--- config.mk ---
export PLATFORM = sky130hd
export DESIGN_NAME = mac_seq_driver_flat
export DESIGN_NICKNAME = d
export VERILOG_FILES = /design/src/rtl/mac_seq_driver_pkg.sv /design/src/rtl/mac_seq_driver_if.sv /design/src/rtl/mac_seq_driver_lane_unpack.sv /design/src/rtl/mac_seq_driver.sv /design/src/flat_wrapper.sv
export SDC_FILE = /design/constraint.sdc
export NUM_CORES = 1
export LEC_CHECK = 0
export ABC_AREA = 1
export CORE_MARGIN = 5
export CORE_UTILIZATION = 42
export CTS_BUF_LIST = sky130_fd_sc_hd__clkbuf_4
export DETAILED_ROUTE_END_ITERATION = 7
export PLACE_DENSITY = 0.94
export RECOVER_POWER = 25
export SYNTH_ARGS = -nofsm -noshare
export SYNTH_HDL_FRONTEND = slang
export SYNTH_SLANG_ARGS = --single-unit
--- constraint.sdc ---
create_clock -name clk -period 2.2 [get_ports clk]
set_input_delay 0.33 -clock clk [delete_from_list [all_inputs] [get_ports clk]]
set_output_delay 0.33 -clock clk [all_outputs]
set_load 0.02 [all_outputs]
--- src/rtl/mac_seq_driver_pkg.sv ---
// Shared constants and state encoding for the MAC sequencer column driver.
package mac_seq_driver_pkg;

  localparam int NUM_LANES = 4;

  localparam logic [1:0] IDLE  = 2'd0;
  localparam logic [1:0] RUN   = 2'd1;
  localparam logic [1:0] DRAIN = 2'd2;
  localparam logic [1:0] DONE  = 2'd3;

  typedef enum logic [1:0] {
    S_IDLE  = IDLE,
    S_RUN   = RUN,
    S_DRAIN = DRAIN,
    S_DONE  = DONE
  } state_t;

endpackage

--- src/rtl/mac_seq_driver_if.sv ---
// Group input stream and result stream of the MAC sequencer as one bundle.
interface mac_seq_driver_if
  import mac_seq_driver_pkg::*;
#(
  parameter int bw      = 4,
  parameter int psum_bw = 16
);
  logic                     in_valid;
  logic                     in_ready;
  logic [NUM_LANES*bw-1:0]  in_act;
  logic [NUM_LANES*bw-1:0]  in_wgt;
  logic                     res_valid;
  logic                     res_ready;
  logic [psum_bw-1:0]       res_data;

  modport master (
    output in_valid, in_act, in_wgt, res_ready,
    input  in_ready, res_valid, res_data
  );

  modport slave (
    input  in_valid, in_act, in_wgt, res_ready,
    output in_ready, res_valid, res_data
  );
endinterface

--- src/rtl/mac_seq_driver_lane_unpack.sv ---
// Slices packed activation/weight groups into lanes; lanes read zero unless a
// group is actually transferred, so the wrapper sees a neutral bubble.
module mac_lane_unpack
  import mac_seq_driver_pkg::*;
#(
  parameter int bw = 4
) (
  input  logic [NUM_LANES*bw-1:0] act,
  input  logic [NUM_LANES*bw-1:0] wgt,
  input  logic                    xfer,
  output logic [bw-1:0]           a [NUM_LANES],
  output logic [bw-1:0]           b [NUM_LANES]
);
  for (genvar gi = 0; gi < NUM_LANES; gi++) begin : g_lane
    assign a[gi] = xfer ? act[gi*bw +: bw] : '0;
    assign b[gi] = xfer ? wgt[gi*bw +: bw] : '0;
  end
endmodule

--- src/rtl/mac_seq_driver.sv ---
// Column sequencer: streams activation/weight groups into the registered MAC
// wrapper, chaining its psum back as c, and returns the final psum.
module mac_seq_driver
  import mac_seq_driver_pkg::*;
#(
  parameter int bw      = 4,
  parameter int psum_bw = 16,
  parameter int cnt_bw  = 8
) (
  input  logic                clk,
  input  logic                reset_n,
  input  logic                start,
  input  logic [cnt_bw-1:0]   num_groups,
  input  logic [psum_bw-1:0]  bias,
  mac_seq_driver_if.slave     stream,
  output logic [bw-1:0]       mac_a0, mac_a1, mac_a2, mac_a3,
  output logic [bw-1:0]       mac_b0, mac_b1, mac_b2, mac_b3,
  output logic [psum_bw-1:0]  mac_c,
  input  logic [psum_bw-1:0]  mac_out,
  output logic                busy
);
  state_t              state_reg, state_next;
  logic [psum_bw-1:0]  acc_q, acc_next;
  logic [cnt_bw-1:0]   cnt, cnt_next;
  logic                issued_q;
  logic                run_ready;
  logic                xfer;
  logic                res_valid_c;
  logic [psum_bw-1:0]  res_data_c;
  logic [bw-1:0]       lane_a [NUM_LANES];
  logic [bw-1:0]       lane_b [NUM_LANES];

  assign run_ready = (state_reg == S_RUN);
  assign xfer      = stream.in_valid && run_ready;

  mac_lane_unpack #(.bw(bw)) u_unpack (
    .act  (stream.in_act),
    .wgt  (stream.in_wgt),
    .xfer (xfer),
    .a    (lane_a),
    .b    (lane_b)
  );

  assign mac_a0 = lane_a[0]; assign mac_a1 = lane_a[1];
  assign mac_a2 = lane_a[2]; assign mac_a3 = lane_a[3];
  assign mac_b0 = lane_b[0]; assign mac_b1 = lane_b[1];
  assign mac_b2 = lane_b[2]; assign mac_b3 = lane_b[3];

  always_ff @(posedge clk or negedge reset_n) begin
    if (!reset_n) begin
      state_reg <= S_IDLE;
      acc_q     <= '0;
      cnt       <= '0;
      issued_q  <= 1'b0;
    end else begin
      state_reg <= state_next;
      acc_q     <= acc_next;
      cnt       <= cnt_next;
      issued_q  <= xfer;
    end
  end

  always_comb begin
    state_next  = state_reg;
    acc_next    = acc_q;
    cnt_next    = cnt;
    mac_c       = '0;
    res_valid_c = 1'b0;
    res_data_c  = '0;
    unique case (state_reg)
      S_IDLE: begin
        if (start) begin
          cnt_next   = num_groups;
          acc_next   = bias;
          state_next = (num_groups == '0) ? S_DONE : S_RUN;
        end
      end
      S_RUN: begin
        // Right after an issue the freshest psum is only on mac_out.
        mac_c    = issued_q ? mac_out : acc_q;
        acc_next = mac_c;
        if (xfer) begin
          cnt_next = cnt - cnt_bw'(1);
          if (cnt == cnt_bw'(1)) state_next = S_DRAIN;
        end
      end
      S_DRAIN: begin
        acc_next   = mac_out;
        state_next = S_DONE;
      end
      S_DONE: begin
        res_valid_c = 1'b1;
        res_data_c  = acc_q;
        if (stream.res_ready) state_next = S_IDLE;
      end
      default: state_next = S_IDLE;
    endcase
  end

  assign stream.in_ready  = run_ready;
  assign stream.res_valid = res_valid_c;
  assign stream.res_data  = res_data_c;
  assign busy             = (state_reg != S_IDLE);
endmodule

--- src/flat_wrapper.sv ---
// flat-port wrapper written by rule: the top's interface ports become plain ports
module mac_seq_driver_flat import mac_seq_driver_pkg::*;
#(
  parameter int bw      = 4,
  parameter int psum_bw = 16,
  parameter int cnt_bw  = 8
)
  (clk, reset_n, start, num_groups, bias, mac_a0, mac_a1, mac_a2, mac_a3, mac_b0, mac_b1, mac_b2, mac_b3, mac_c, mac_out, busy, stream_in_valid, stream_in_act, stream_in_wgt, stream_res_ready, stream_in_ready, stream_res_valid, stream_res_data);
  mac_seq_driver_if #(.bw(bw), .psum_bw(psum_bw)) stream_i ();
  input  logic clk;
  input  logic reset_n;
  input  logic start;
  input  logic [cnt_bw-1:0] num_groups;
  input  logic [psum_bw-1:0] bias;
  output logic [bw-1:0] mac_a0;
  output logic [bw-1:0] mac_a1;
  output logic [bw-1:0] mac_a2;
  output logic [bw-1:0] mac_a3;
  output logic [bw-1:0] mac_b0;
  output logic [bw-1:0] mac_b1;
  output logic [bw-1:0] mac_b2;
  output logic [bw-1:0] mac_b3;
  output logic [psum_bw-1:0] mac_c;
  input  logic [psum_bw-1:0] mac_out;
  output logic busy;
  input wire logic [$bits(stream_i.in_valid)-1:0] stream_in_valid;
  input wire logic [$bits(stream_i.in_act)-1:0] stream_in_act;
  input wire logic [$bits(stream_i.in_wgt)-1:0] stream_in_wgt;
  input wire logic [$bits(stream_i.res_ready)-1:0] stream_res_ready;
  output wire logic [$bits(stream_i.in_ready)-1:0] stream_in_ready;
  output wire logic [$bits(stream_i.res_valid)-1:0] stream_res_valid;
  output wire logic [$bits(stream_i.res_data)-1:0] stream_res_data;
  assign stream_i.in_valid = stream_in_valid;
  assign stream_i.in_act = stream_in_act;
  assign stream_i.in_wgt = stream_in_wgt;
  assign stream_i.res_ready = stream_res_ready;
  assign stream_in_ready = stream_i.in_ready;
  assign stream_res_valid = stream_i.res_valid;
  assign stream_res_data = stream_i.res_data;
  mac_seq_driver #(.bw(bw), .psum_bw(psum_bw), .cnt_bw(cnt_bw)) u_core (.clk(clk), .reset_n(reset_n), .start(start), .num_groups(num_groups), .bias(bias), .stream(stream_i), .mac_a0(mac_a0), .mac_a1(mac_a1), .mac_a2(mac_a2), .mac_a3(mac_a3), .mac_b0(mac_b0), .mac_b1(mac_b1), .mac_b2(mac_b2), .mac_b3(mac_b3), .mac_c(mac_c), .mac_out(mac_out), .busy(busy));
endmodule
==> run metrics, run 1 <==
status finished, final reports clean; CTS max path bufs 2; share of layout cells above drive strength 1 11.5%; clock root cell clkbuf_4; Total GRT Usage 21.9%; area post-placement 3940 sq um; dpl cells 626; GPL Wtd Cong 0.908; Fillers 489; headroom to the max-slew limit 0.727%; required time of the critical path 1.87 ns; Synth top area share 28.0%; Clock Latency Late Sink 0.32 ns; Pwr Total 4.48 mW; Final period util 95.4%; number of buffers created by CTS 3; setup TNS 0 ns; global-route wire length before repair 13.4 mm; syn_nets 501; DRC viols 0; largest cells by area after synthesis dfrtp_1 (28%), inv_1 (17%), nand2_1 (16%), nor2_1 (7.3%), nand3_1 (5.6%); IO buf count 143; Worst-Margin Slew 1.49 ns; Max-cap violations 0; CP Max Fanout 8; P&R area growth vs syn 57.4%; synthesized cell area 2410 sq um; drt first pass iters 7; fin cells 630; n_diodes 0; cell row count 27; final antenna-violating net count 0; Final Cell Area 3800 sq um; cell taking the most area after synthesis dfrtp_1; synthesized area per cell 5.78 sq um; die area 7370 sq um; Yosys warnings 0; register area share after synthesis 28.0%; peak supply drop 0.588 mV; Post-synth EDFFs 0; max reg flops 16; asr flop ratio synth 100%; count leader, synth inv_1; largest net degree at the start of global routing 33; clk slew on worst S/H paths 0.15 ns; via density per instance 4.89; top cells by count, synth inv_1 (112), nand2_1 (103), nor2_1 (47); Hold Slack 0.539 ns; RSZ-0062 raised after global routing no; post-synthesis cell count 418; critical path launch point type flip-flop; Yosys cell types 23; initial antenna violation count 0; CTS sink cnt 27; Initial Utilization 43.6%; Crit Path Class reg -> out; core area 5540 sq um; die outline width 85.8 microns; Iter 0 DRT Violations 189; DRT Wirelength 8.29 mm; fmax 476 MHz; IO Count 144; Leak 2.51 nW; critical path capture point type output pin; Setup-failing EPs final 0; Final Slew Violations 0; clock skew 0.00761 ns; Die H 85.8 microns; CTS tree done; Worst Path Arrival 1.77 ns; Final Hold Viols 0; Tmin final 2.10 ns; flop and latch count out of synthesis 27; vias in the first global route 2947; DP HPWL 6.54 mm; CTS Hold Bufs 0; Pwr per Cell Area 1180 nW/um^2; hold crit path type reg -> reg; GRT overflow 0; Main synth FF type dfrtp_1; WL/cell 13.2 microns; total number of vias 3079; htree depth 1; nets 642
area by class of cell:
| class | instances | area, sq um | share of cell area [%] |
|---|---|---|---|
| Clock buffer | 4 | 30.0 | 0.790 |
| Inverter | 118 | 447 | 11.8 |
| Multi-Input combinational cell | 254 | 1180 | 31.1 |
| Sequential cell | 27 | 676 | 17.8 |
| Tap cell | 72 | 90.1 | 2.37 |
| Timing Repair Buffer | 155 | 1380 | 36.2 |
logic make-up (layout without fill, tap and decap cells):
family | after synthesis | after routing | synth area share, %
AND/OR/NAND/NOR | 182 | 182 | 30.2
flip-flops | 27 | 27 | 28.0
adder cells (fa/ha/maj) | 6 | 6 | 3.11
buffers and inverters | 137 | 277 | 23.1
AO/OA/AOI/OAI | 66 | 66 | 15.6
repair_timing:
item | CTS | global route
setup endpoints to repair | 50 | 63
setup buffers | 0 | 0
resized for setup | 55 | 100
per-layer routing:
layer / up-vias / global-route usage [%] / part of all wire, %
li1: 1527 / - / -
met2: 136 / 40.6 / 50
met1: 1408 / 26.5 / 41
met4: 0 / 3.88 / 0.81
met3: 8 / 3.84 / 7.8
met5: - / 0 / 0
worst max-delay path, stage by stage, from the launching register on:
cell and delay (ns):
dfrtp_1 0.44, inv_1 0.09, ha_2 0.25, buf_4 0.20, nand3_1 0.10, inv_1 0.07
clkdlybuf4s15_1 0.29
metrics by stage:
| stage | util, % | setup slack [ns] |
|---|---|---|
| floorplan | - | 0.406 |
| global placement | 71.1 | 0.0612 |
| detailed placement | 71.1 | 0.0195 |
| CTS | 70.6 | 0.00134 |
| global route | 68.6 | 0.00274 |
| finish | 68.6 | 0.101 |
cell usage in the layout (no fill, tap or decap), drive strengths merged:
cell           Yosys  final
inv              117    117
nand2            104    104
clkdlybuf4s50      0     76
nor2              47     47
clkbuf             4     45
o21ai             30     30
nand3             27     27
dfrtp             27     27
a21oi             20     20
o211ai            16     16
dlymetal6s2s       0     15
buf               15     11
clkdlybuf4s15      0      8
ha                 6      6
dlygate4sd2        0      3
or2                2      2
clkinv             1      1
nor3               1      1
nand4              1      1
dlygate4sd3        0      1
path summary, 6_finish.rpt:
kind / slack [ns] / start / endpoint / depth (start not counted)
worst min register to register: 0.54 / u_core.cnt[7] / u_core.cnt[7] / 2
max in group asynchronous: 0.45 / reset_n / u_core.state_reg[0] / 2
min in group asynchronous: 0.88 / reset_n / u_core.acc_q[8] / 2
worst min-delay path: 0.54 / u_core.cnt[7] / u_core.cnt[7] / 2
worst max register to register: 0.46 / u_core.state_reg[1] / u_core.cnt[1] / 9
worst max-delay path: 0.10 / u_core.state_reg[1] / mac_c[1] / 6
where the power goes:
part           internal, mW  switching [mW]
Combinational          1.25            2.07
Sequential            0.755           0.181
Clock                0.0832           0.146
Total                  2.08            2.40
(Power assumes the default switching activity.)
==> inputs of run 2 (changes only) <==
--- a/constraint.sdc
+++ b/constraint.sdc
@@ -3,2 +3,2 @@
 set_output_delay 0.33 -clock clk [all_outputs]
-set_load 0.02 [all_outputs]
+set_load 0.1 [all_outputs]
==> run 2 against run 1 <==
Against the previous run: the flow now finishes with violations (capacitance limit, slew limit); count of clock-buffer cells in the layout fell by 1; flip-flop and latch count stayed put; register-to-register slack lost 0.24 ns; sequential power up 4.3%; combinational power increased by 99%; routed wire length up 39%; sequential share of layout area is 4.2 points lower; die area is the same; largest power group unchanged.
==> run metrics, run 2 (same netlist as run 1, synthesis figures left out) <==
status finished, violations left; failing checks capacitance limit, slew limit; area post-placement 4900 sq um (+24%); n_diodes 0 (unchanged); Final Cell Area 4970 sq um (+31%); DRT Wirelength 11.5 mm (+39%); Sequential Power Share 12.5% (-8.4 points); fmax 472 MHz (-0.98%); internal power 3.01 mW (+44%); Pwr Total 7.82 mW (+75%); critical path launch point type flip-flop; Core Util, Final 89.7% (+21 points); Final Slew Violations 28 (+28); clock skew 0.00616 ns (-0.00145 ns); global-route wire length before repair 17.7 mm (+32%); required time of the critical path 1.87 ns (about the same); Hold Slack 0.558 ns (+0.0194 ns); Worst Path Arrival 1.79 ns (+0.02 ns); max reg flops 16 (unchanged); Setup-failing EPs final 0 (unchanged); most common cell after layout, fill and taps aside nand2_1; hold depth 2 (unchanged); Die H 85.8 microns (unchanged); htree depth 1 (unchanged); IO Count 144 (unchanged); Final Hold Viols 0 (unchanged); setup TNS 0 ns (unchanged); largest net degree at the start of global routing 33 (unchanged); clock root cell clkbuf_4; critical path capture point type output pin; final antenna-violating net count 0 (unchanged); cell row count 27 (unchanged); total number of vias 3396 (+10%); headroom to the max-slew limit -4.14% (-4.9 points); Worst-Margin Slew 1.56 ns (+0.0730 ns); vias in the first global route 3468 (+18%); clk slew on worst S/H paths 0.16 ns (about the same); Pwr per Cell Area 1570 nW/um^2 (+33%); Final period util 96.3% (+0.94 points); Tmin final 2.12 ns (+0.0208 ns); Total GRT Usage 30.6% (+8.7 points); hold crit path type reg -> reg; IO buf count 143 (unchanged); peak supply drop 1.35 mV (+130%); DP HPWL 9.05 mm (+39%); drt first pass iters 5 (-2); via density per instance 5.40 (+10%); core area 5540 sq um (unchanged); NetSw 4.81 mW (+100%); Iter 0 DRT Violations 360 (+90%); nets 641 (-0.16%); Clk pwr share 3.0% (-2.1 points); CP Max Fanout 26 (+18); Leak 2.32 nW (-7.6%); CTS tree done; Max-cap violations 1 (+1); Clock Latency Late Sink 0.34 ns (+0.02 ns); share of layout cells above drive strength 1 26.2% (+15 points); P&R area growth vs syn 106%; RSZ-0062 raised after global routing no; GPL Wtd Cong 0.866 (-4.6%); CTS max path bufs 2 (unchanged); number of buffers created by CTS 3 (unchanged); DRC viols 0 (unchanged); die area 7370 sq um (unchanged); GRT overflow 0 (unchanged); Crit Path Class reg -> out; switching share of power 61.5% (+8.0 points); Gate power share 84.5% (+10 points); CTS sink cnt 27 (unchanged); die outline width 85.8 microns (unchanged); Register-to-Register Path Depth 6 (-3); WL/cell 18.3 microns (+39%); commonest cells after routing, fill and taps aside nand2_1 (103), inv_1 (91), clkdlybuf4s50_1 (76); Initial Utilization 43.6% (unchanged); CTS Hold Bufs 0 (unchanged); initial antenna violation count 0 (unchanged)
run 2: changes by cell type in the layout (fill, tap and decap cells not counted), moves of 21 or more:
cell,previous run,this run
buf_12,2,69
clkbuf_2,40,0
nor2_1,47,15
nor2_4,0,29
clkinvlp_4,0,22
inv_1,112,91
run 2: worst paths after layout:
path,start,to,slack [ns]
worst max-delay path,u_core.state_reg[1],mac_b3[3],0.08
worst min-delay path,u_core.state_reg[1],u_core.state_reg[1],0.56
worst max register to register,u_core.state_reg[0],u_core.acc_q[3],0.22
worst min register to register,u_core.state_reg[1],u_core.state_reg[1],0.56
max in group asynchronous,reset_n,u_core.state_reg[1],0.38
min in group asynchronous,reset_n,u_core.acc_q[10],0.82
run 2: repair_timing:
action / CTS / global route
endpoints found under the setup margin: 33 / 26
setup buffers: 3 / 1
resized for setup: 0 / 2
pin swaps: 0 / 0
run 2: critical path: stages (launching register included):
cell,delay (ns)
dfrtp_2,0.46
inv_1,0.12
ha_4,0.20
nand2_4,0.08
buf_12,0.20
nor2_2,0.17
buf_12,0.19
run 2: metal layers:
layer	part of all wire (%)	track usage (%)	vias up
met4	5.5	14.2	0
met1	31	31.0	1557
met5	0	0	-
li1	-	-	1517
met3	8.6	4.71	61
met2	55	60.3	261
run 2: layout make-up:
cell class | count | area, sq um
timing repair buffer | 154 | 2210
clock inverter | 1 | 7.51
sequential | 27 | 677
tap | 72 | 90.1
fill | 244 | 572
inverter | 118 | 526
multi-input combinational | 254 | 1440
clock buffer | 3 | 22.5
run 2: through the flow:
| step | worst slack (ns) | std cells |
|---|---|---|
| after detailed placement | 0.233 | 621 |
| after global placement | 0.348 | 621 |
| final | 0.0803 | 629 |
| after floorplan | -0.0777 | 418 |
| after CTS | 0.0554 | 628 |
| after global routing | 0.0107 | 629 |
run 2: power by group through the flow:
stage | clock, mW | sequential, mW | combinational (mW)
after global routing | 0.260 | 0.990 | 6.92
after floorplan | 0 | 0.899 | 4.38
final | 0.233 | 0.976 | 6.61
after global placement | 0 | 0.940 | 6.15
after CTS | 0.234 | 0.959 | 6.53
after detailed placement | 0 | 0.969 | 6.42
==> inputs of run 3 (changes only) <==
Settings changed: CORE_UTILIZATION 42 to 55, DONT_BUFFER_PORTS set to 1, GPL_TIMING_DRIVEN set to 1, MAX_ROUTING_LAYER set to met4, PLACE_DENSITY 0.94 to 0.75.
==> run 3 against run 2 <==
Against the previous run: the run still ends with capacitance limit, slew limit left; via count shrank 11%; critical path depth is the same; core utilization grew 0.56 points; final cell count shrank 17%; setup slack lost 0.018 ns; critical path type unchanged; highest routed layer unchanged; final area shrank 22%; worst hold slack lost 0.44 ns; routed wire length shrank 21%; maximum frequency shrank 0.86%; first-iteration DRC count grew 0.56%.
==> run metrics, run 3 (same netlist as run 1, synthesis figures left out) <==
status finished, violations left; failing checks capacitance limit, slew limit; drt first pass iters 7 (+2); DRT Wirelength 9.12 mm (-21%); CTS sink cnt 27 (unchanged); Setup-failing EPs final 0 (unchanged); htree depth 1 (unchanged); DRC viols 0 (unchanged); global-route wire length before repair 14.8 mm (-16%); Register-to-Register Path Depth 7 (+1); clock skew 0.00973 ns (+0.00357 ns); Final Cell Area 3870 sq um (-22%); Iter 0 DRT Violations 362 (+0.56%); Initial Utilization 56.2% (+13 points); required time of the critical path 1.87 ns (about the same); GRT overflow 0 (unchanged); R2R Path End u_core.acc_q[1]; area post-placement 3800 sq um (-22%); via density per instance 5.76 (+6.7%); n_diodes 0 (unchanged); slowest cell delay on critical path 0.48 ns (+0.02 ns); Max-cap violations 1 (unchanged); clock root cell clkbuf_4; final antenna-violating net count 0 (unchanged); Crit Path Class reg -> out; Worst-Margin Slew 1.54 ns (-0.0235 ns); vias in the first global route 3075 (-11%); max reg flops 16 (unchanged); total number of vias 3014 (-11%); RR Startpoint u_core.state_reg[0]; Tmin final 2.14 ns (+0.0183 ns); Die H 76.3 microns (-11%); CTS max path bufs 2 (unchanged); Final period util 97.2% (+0.83 points); Worst Path Arrival 1.81 ns (+0.02 ns); initial antenna violation count 0 (unchanged); DP HPWL 7.06 mm (-22%); cell row count 24 (-11%); Final Hold Viols 0 (unchanged); slowest CP cell dfrtp_1; P&R area growth vs syn 60.5%; RSZ-0062 raised after global routing no; nets 555 (-13%); number of buffers created by CTS 3 (unchanged); WL/cell 17.4 microns (-4.6%); GPL Wtd Cong 0.937 (+8.2%); CP Max Fanout 13 (-50%); critical path capture point type output pin; hold wc startpoint bias[8]; IO buf count 0 (-100%); critical path launch point type flip-flop; most common cell after layout, fill and taps aside nand2_1; Clock Latency Late Sink 0.36 ns (+0.02 ns); fmax 468 MHz (-0.86%); CTS tree done; die area 5820 sq um (-21%); IO Count 144 (unchanged); headroom to the max-slew limit -2.57% (+1.6 points); die outline width 76.3 microns (-11%); largest net degree at the start of global routing 33 (unchanged); share of layout cells above drive strength 1 28.7% (+2.5 points); core area 4290 sq um (-22%); hold depth 2 (unchanged); R2R setup slack 0.31 ns (+0.09 ns); Final Slew Violations 28 (unchanged); critical-path cell list inv_1 -> ha_4 -> nand2_4 -> buf_4 -> nor2_4 -> buf_12; Total GRT Usage 31.3% (+0.66 points); Hold Path End u_core.acc_q[8]; hold crit path type in -> reg; clk slew on worst S/H paths 0.18 ns (+0.02 ns); commonest cells after routing, fill and taps aside nand2_1 (102), inv_1 (91), buf_12 (50)
## run 3: cell count changes in the layout (fill, tap and decap cells not counted)
cell	delta
dlygate4sd3_1	+1
inv_6	+1
dfrtp_1	+1
nand2_2	+1
buf_12	-19
buf_4	+8
nand2_1	-1
dfrtp_2	-1
clkinvlp_4	-1
clkdlybuf4s50_1	-76
## run 3: cell type report
type	count	area (sq um)
fillers	197	419
inverters	118	526
multi-input cells	254	1440
clock buffers	3	22.5
repair buffers	68	1140
clock inverters	1	8.76
well taps	52	65.1
flip-flops and latches	27	676
## run 3: worst max-delay path: cells and delay by family (launching register included)
kind          cells  cell delay, ns
flops             1            0.48
buf+inv           3            0.56
fa+ha+maj         1            0.19
simple gates      2            0.22
## run 3: layer usage
metal	global-route usage (%)	part of all wire (%)	wire length [microns]
met1	33.2	33	2960
met2	54.7	52	4760
met3	7.21	9.8	892
met4	14.5	5.4	494
met5	-	0	0
## run 3: timing repair
| action | CTS | global route |
|---|---|---|
| endpoints found under the hold margin | 27 | 0 |
| pin swaps | 0 | 0 |
| endpoints found under the setup margin | 32 | 5 |
| gates resized for setup | 0 | 1 |
| hold buffers | 2 | 0 |
| cloned | 0 | 0 |
| buffers inserted | 3 | 0 |
## run 3: metrics by stage
step	util [%]	hold slack (ns)	std cells	worst slack (ns)	setup TNS (ns)
after floorplan	-	0.0344	418	-0.0777	-1.78
after global placement	88.6	0.0350	514	0.379	0
after detailed placement	88.6	0.0349	514	0.309	0
after CTS	90.5	0.120	523	0.0817	0
after global routing	90.2	0.119	523	0.00304	0
final	90.2	0.123	523	0.0621	0
## run 3: how the worst max path moves through the flow
stage	start	endpoint	slack [ns]
final	u_core.state_reg[1]	mac_b3[2]	0.06
after global routing	u_core.state_reg[1]	mac_c[3]	0.003
after CTS	u_core.state_reg[1]	mac_b3[2]	0.08
after detailed placement	u_core.state_reg[1]	mac_b3[2]	0.31
after global placement	u_core.state_reg[1]	mac_a0[2]	0.38
after floorplan	u_core.state_reg[1]	mac_a0[3]	-0.08
Power of run 3 is left out: the tool's default activity adds up to more than one toggle a clock period on the data nets, which glitch-free logic cannot reach.
